[config.mk]
export PLATFORM = sky130hd
export DESIGN_NAME = vga_timing
export DESIGN_NICKNAME = d
export VERILOG_FILES = /design/src/rtl/vga_timing_pkg.sv /design/src/rtl/vga_pixel_tick.sv /design/src/rtl/vga_timing.sv
export SDC_FILE = /design/constraint.sdc
export NUM_CORES = 1
export LEC_CHECK = 0
export CAP_MARGIN = 20
export CORE_ASPECT_RATIO = 0.9
export CORE_MARGIN = 2
export CORE_UTILIZATION = 45
export DETAILED_ROUTE_END_ITERATION = 7
export PLACE_DENSITY = 0.8
export SLEW_MARGIN = 20
export SYNTH_ARGS = -nofsm -noshare
export SYNTH_HDL_FRONTEND = slang
export SYNTH_SLANG_ARGS = --single-unit
[constraint.sdc]
create_clock -name clk -period 4.8 [get_ports clk]
set_input_delay 0.48 -clock clk [delete_from_list [all_inputs] [get_ports clk]]
set_output_delay 0.48 -clock clk [all_outputs]
set_load 0.01 [all_outputs]
[src/rtl/vga_timing_pkg.sv]
// Shared VGA 640x480@60 timing constants and a small window-decode helper.
// No latency: constants and a pure function only.
// No flow control: consumed at elaboration time or as combinational logic.
package vga_timing_pkg;

  // Default timing for 640x480@60 from a 100 MHz system clock.
  localparam int CLK_DIV_DEF   = 4;
  localparam int H_VISIBLE_DEF = 640;
  localparam int H_FRONT_DEF   = 16;
  localparam int H_SYNC_DEF    = 96;
  localparam int H_BACK_DEF    = 48;
  localparam int V_VISIBLE_DEF = 480;
  localparam int V_FRONT_DEF   = 10;
  localparam int V_SYNC_DEF    = 2;
  localparam int V_BACK_DEF    = 33;

  // Line and frame totals; the renderers share these.
  // Counters are 10 bits wide, so both totals must stay at or below 1024.
  localparam int H_TOTAL_DEF = H_VISIBLE_DEF + H_FRONT_DEF + H_SYNC_DEF + H_BACK_DEF;
  localparam int V_TOTAL_DEF = V_VISIBLE_DEF + V_FRONT_DEF + V_SYNC_DEF + V_BACK_DEF;
  localparam int CNT_W       = 10;

  // True when lo <= cnt < lo+len. The compare is done in int so that a window
  // ending exactly at 1024 does not wrap.
  function automatic logic in_window(input logic [CNT_W-1:0] cnt, input int lo, input int len);
    return (int'(cnt) >= lo) && (int'(cnt) < lo + len);
  endfunction

endpackage

[src/rtl/vga_pixel_tick.sv]
// Pixel-rate divider: pix_tick is high on the last clk of every CLK_DIV-clk pixel period.
// pix_tick is decoded from the divider register; the first tick is CLK_DIV-1 clks after reset release.
// No flow control: the divider free-runs.
module vga_pixel_tick
  import vga_timing_pkg::*;
#(
  parameter int CLK_DIV = CLK_DIV_DEF  // must be >= 2 so that pix_tick is low during reset
) (
  input  logic clk,
  input  logic rst,
  output logic pix_tick
);

  localparam int            DW       = (CLK_DIV > 1) ? $clog2(CLK_DIV) : 1;
  localparam logic [DW-1:0] DIV_LAST = DW'(CLK_DIV - 1);

  logic [DW-1:0] div;

  // Divider counts 0..CLK_DIV-1 and wraps.
  always_ff @(posedge clk) begin
    if (rst) begin
      div <= '0;
    end else if (div == DIV_LAST) begin
      div <= '0;
    end else begin
      div <= div + DW'(1);
    end
  end

  assign pix_tick = (div == DIV_LAST);

endmodule

[src/rtl/vga_timing.sv]
// VGA raster generator: pixel counters, sync decode, and the registered colour/sync output stage.
// Counters advance on pix_tick; colour and sync for a pixel leave one clk after its tick, with no skew between them.
// No flow control: the renderer must settle rgb_in combinationally within CLK_DIV-1 clks of the counters changing.
module vga_timing
  import vga_timing_pkg::*;
#(
  parameter int CLK_DIV   = CLK_DIV_DEF,
  parameter int H_VISIBLE = H_VISIBLE_DEF,
  parameter int H_FRONT   = H_FRONT_DEF,
  parameter int H_SYNC    = H_SYNC_DEF,
  parameter int H_BACK    = H_BACK_DEF,
  parameter int V_VISIBLE = V_VISIBLE_DEF,
  parameter int V_FRONT   = V_FRONT_DEF,
  parameter int V_SYNC    = V_SYNC_DEF,
  parameter int V_BACK    = V_BACK_DEF
) (
  input  logic             clk,
  input  logic             rst,
  input  logic [11:0]      rgb_in,
  output logic [CNT_W-1:0] x_cnt,
  output logic [CNT_W-1:0] y_cnt,
  output logic             pix_tick,
  output logic             active,
  output logic             vblank,
  output logic             frame_start,
  output logic             hsync,
  output logic             vsync,
  output logic [3:0]       vgaRed,
  output logic [3:0]       vgaGreen,
  output logic [3:0]       vgaBlue
);

  localparam int               H_TOTAL = H_VISIBLE + H_FRONT + H_SYNC + H_BACK;
  localparam int               V_TOTAL = V_VISIBLE + V_FRONT + V_SYNC + V_BACK;
  localparam logic [CNT_W-1:0] X_LAST  = CNT_W'(H_TOTAL - 1);
  localparam logic [CNT_W-1:0] Y_LAST  = CNT_W'(V_TOTAL - 1);

  logic        hsync_next;
  logic        vsync_next;
  logic [11:0] rgb_q;

  vga_pixel_tick #(
    .CLK_DIV (CLK_DIV)
  ) u_pixel_tick (
    .clk      (clk),
    .rst      (rst),
    .pix_tick (pix_tick)
  );

  // Raster counters: x wraps at the end of a line and carries into y; both wrap together at frame end.
  always_ff @(posedge clk) begin
    if (rst) begin
      x_cnt <= '0;
      y_cnt <= '0;
    end else if (pix_tick) begin
      if (x_cnt == X_LAST) begin
        x_cnt <= '0;
        if (y_cnt == Y_LAST) begin
          y_cnt <= '0;
        end else begin
          y_cnt <= y_cnt + CNT_W'(1);
        end
      end else begin
        x_cnt <= x_cnt + CNT_W'(1);
      end
    end
  end

  assign active      = (int'(x_cnt) < H_VISIBLE) && (int'(y_cnt) < V_VISIBLE);
  assign vblank      = (int'(y_cnt) >= V_VISIBLE);
  assign frame_start = pix_tick && (x_cnt == X_LAST) && (y_cnt == Y_LAST);
  assign hsync_next  = !in_window(x_cnt, H_VISIBLE + H_FRONT, H_SYNC);
  assign vsync_next  = !in_window(y_cnt, V_VISIBLE + V_FRONT, V_SYNC);

  // Output stage: colour and sync are sampled from the same pre-increment counters so they stay aligned.
  always_ff @(posedge clk) begin
    if (rst) begin
      hsync <= 1'b1;
      vsync <= 1'b1;
      rgb_q <= 12'h000;
    end else if (pix_tick) begin
      hsync <= hsync_next;
      vsync <= vsync_next;
      rgb_q <= active ? rgb_in : 12'h000;
    end
  end

  assign vgaRed   = rgb_q[11:8];
  assign vgaGreen = rgb_q[7:4];
  assign vgaBlue  = rgb_q[3:0];

endmodule

==> impl_metrics.toml <==
[status]
status = "finished, final reports clean"

[synth]
async_reset_ff_share_pct = 0
synth_edf_count = 0
synth_area_per_cell_sq_um = 9.57
synthTopCellsByArea = "dfxtp_1 (46%), a22o_1 (6.7%), ha_1 (4.0%)"
syn_nets = 184
syn-cell-area_sq_mm = 0.00158
syn_inst = 165
seq_area_frac_synth_pct = 45.6
ys_ff_latch = 36
yosysUniqueCellTypes = 33
synth_most_common_cell = "dfxtp_1"
synth_common_cells = "dfxtp_1 (36), nor2_1 (16), a22o_1 (12)"
yosys.area.top_type_share_pct = 45.6
synth_ff_type = "dfxtp_1"
ys_warn_count = 0
yosysTopAreaCell = "dfxtp_1"

[worst_setup_path]
reg2reg_depth = 5
rrSetupSlack_ps = 2620
rr_endpoint = "y_cnt[5]"
critPathCaptureType = "output pin"
cp_slowest_stage_delay_ps = 550
path_cells = "ha_1 > and2_1 > nand4_2 > nor2_1 > clkdlybuf4s50_1"
startpoint_type = "flip-flop"
critPathRequiredTime_ps = 4320
r2r_start = "u_pixel_tick.div[0]"
worstSetupPathType = "reg2out"
crit_arrival_ps = 2420
worstPathMaxFanout = 14
cp_slowest_cell = "clkdlybuf4s50_1"

[drt]
wl_met2_um = 1740
drc_errors = 0
vias = 1422
first_iter_violations = 97
drt-total-wl_um = 3730
post_drt_wl_per_cell_um = 14.3
met3_length_um = 281
ant_nets = 0
top_layer = "met4"
wl_met1_um = 1630
avgViaCountPerCell = 5.45
dr.pass1.iters = 5

[cells_and_area]
antennaDiodeCount = 0
final_nets = 235
drive_gt1_share_pct = 5.07
area_growth_pct = 39.9
fill_cells = 300

[sta]
setup_viol_count_final = 0
rsz0062_at_grt = "no"
hold_ws_ps = 426
maxSlewHeadroom_pct = 46.6
fin_skew_ps = 5.43
min_period_ps = 2900
tightest_slew_ps = 798
setup_ws_ps = 1900
slew_violations = 0
fmax_mhz = 345
hold_viol_final = 0
fin_crit_sh_pct = 60.4
setup_tns_ps = 0

[die]
dieWidth_um = 66.4
start_util_pct = 46.7
die_h_um = 60.2
die-area_sq_mm = 0.00400
row_count = 20
core_sq_mm = 0.00338
num_io_pins = 52

[clock_tree]
numCtsBuffers = 5
cts-root-buf = "clkbuf_8"
cts.clk_slew.worst_paths_ps = 70
h-tree-depth = 2
cts_resized = 0
clock_latency_ps = 300
cts_tree = "done"
hold_buffers = 0
cts_sinks = 36
clock_path_buffers = 2
post_cts_buffers = 0

[power]
power_density_mw_per_mm2 = 278
p_leak_nw = 0.777
power_uw = 614
ir_worst_vdd_uv = 168

[hold_path]
holdPathEnd = "u_pixel_tick.div[0]"
hold_path_depth = 1
min_from = "u_pixel_tick.div[0]"
hold_class = "reg2reg"

[placement]
dpl_worst_slack_ps = 2270
dpl.hpwl_um = 2700
gp_congestion = 0.845
io_buffers = 51

[flow_run]
cap_violations = 0

[grt]
grt_pass1_vias = 1288
grt_overflow_total = 0
grt_max_degree = 15
grtUsageTotal_pct = 20.8
grt_pass1_wl_um = 6160
antenna_found_initial = 0
registers in the layout (all words and copies together) (netlist names):
signal            cells
x_cnt                10
y_cnt                10
u_pixel_tick.div      2
rgb_q                12
vsync                 1
hsync                 1
stage by stage:
| step | area, sq um | instances | util (%) |
|---|---|---|---|
| 5_1_grt | 2210 | 261 | 65.4 |
| 3_5_place_dp | 2100 | 253 | 62.2 |
| 4_1_cts | 2210 | 261 | 65.4 |
| 2_1_floorplan | 1580 | 165 | - |
| 6_report | 2210 | 261 | 65.4 |
| 3_3_place_gp | 2100 | 253 | 62.2 |
cell type report:
cell class / instances / area [sq um] / area share, %
multi-input cells: 118 / 801 / 36.2
inverters: 4 / 15.0 / 0.680
clock buffers: 6 / 72.6 / 3.28
repair buffers: 51 / 510 / 23.1
well taps: 44 / 55.1 / 2.49
flip-flops and latches: 36 / 721 / 32.6
clock inverters: 2 / 35.0 / 1.59
cell usage in the layout (no fill, tap or decap):
cell and instances:
a22o_1 12, o22ai_1 1, o31ai_1 2, nor4bb_1 1
dfxtp_1 36, nor2_1 16, o41ai_1 2, or4_1 2
or3_1 3, o21bai_2 1, nor4_1 1, bufinv_16 1
a31oi_1 1, nor4b_4 1, xnor2_1 5, nor2b_1 1
clkdlybuf4s50_1 51, or4b_1 4, and3b_1 1, a21oi_1 8
inv_1 4, clkbuf_1 1, nor3_1 7, clkbuf_8 5
ha_1 5, o21ai_0 4, and3_1 3, nand2b_1 4
nand4_2 2, nand2_1 7, nand4_1 6, xor2_1 6
and2_1 3, clkinv_2 1, nand3_1 9
kinds of logic after synthesis:
kind of cell,synth area share [%]
flops,45.6
compound gates,14.0
simple gates,26.6
buf+inv,3.64
fa+ha+maj,3.96
xor+xnor,6.10
power by group:
group	switching (mW)	leakage, nW	total (mW)	internal (mW)
sequential	0.00421	0.291	0.310	0.306
combinational	0.0183	0.431	0.0433	0.0249
clock	0.107	0.0552	0.261	0.154
total	0.129	0.777	0.614	0.485
layer usage:
metal  GRT usage (%)  up-vias
met4            9.62        0
met1            26.1      652
li1                -      708
met3            7.72        5
met2            31.9       57
met5               0        -
worst max-delay path by stage:
stage                                   start           to  slack, ps  depth (start not counted)
after floorplan                      x_cnt[0]  frame_start       2980                          5
after global placement    u_pixel_tick.div[0]  frame_start       2380                          5
after detailed placement  u_pixel_tick.div[0]  frame_start       2270                          5
after CTS                 u_pixel_tick.div[0]  frame_start       1930                          5
after global routing      u_pixel_tick.div[0]  frame_start       1740                          5
final                     u_pixel_tick.div[0]  frame_start       1900                          5
critical path, delay by kind of cell (launching register included):
kind                       cells  cell delay, ps
adders and majority gates      1             450
buffers and inverters          1             550
DFF                            1             340
and+or+nand+nor                3             780
No activity file was read; power rests on OpenSTA's default activity.
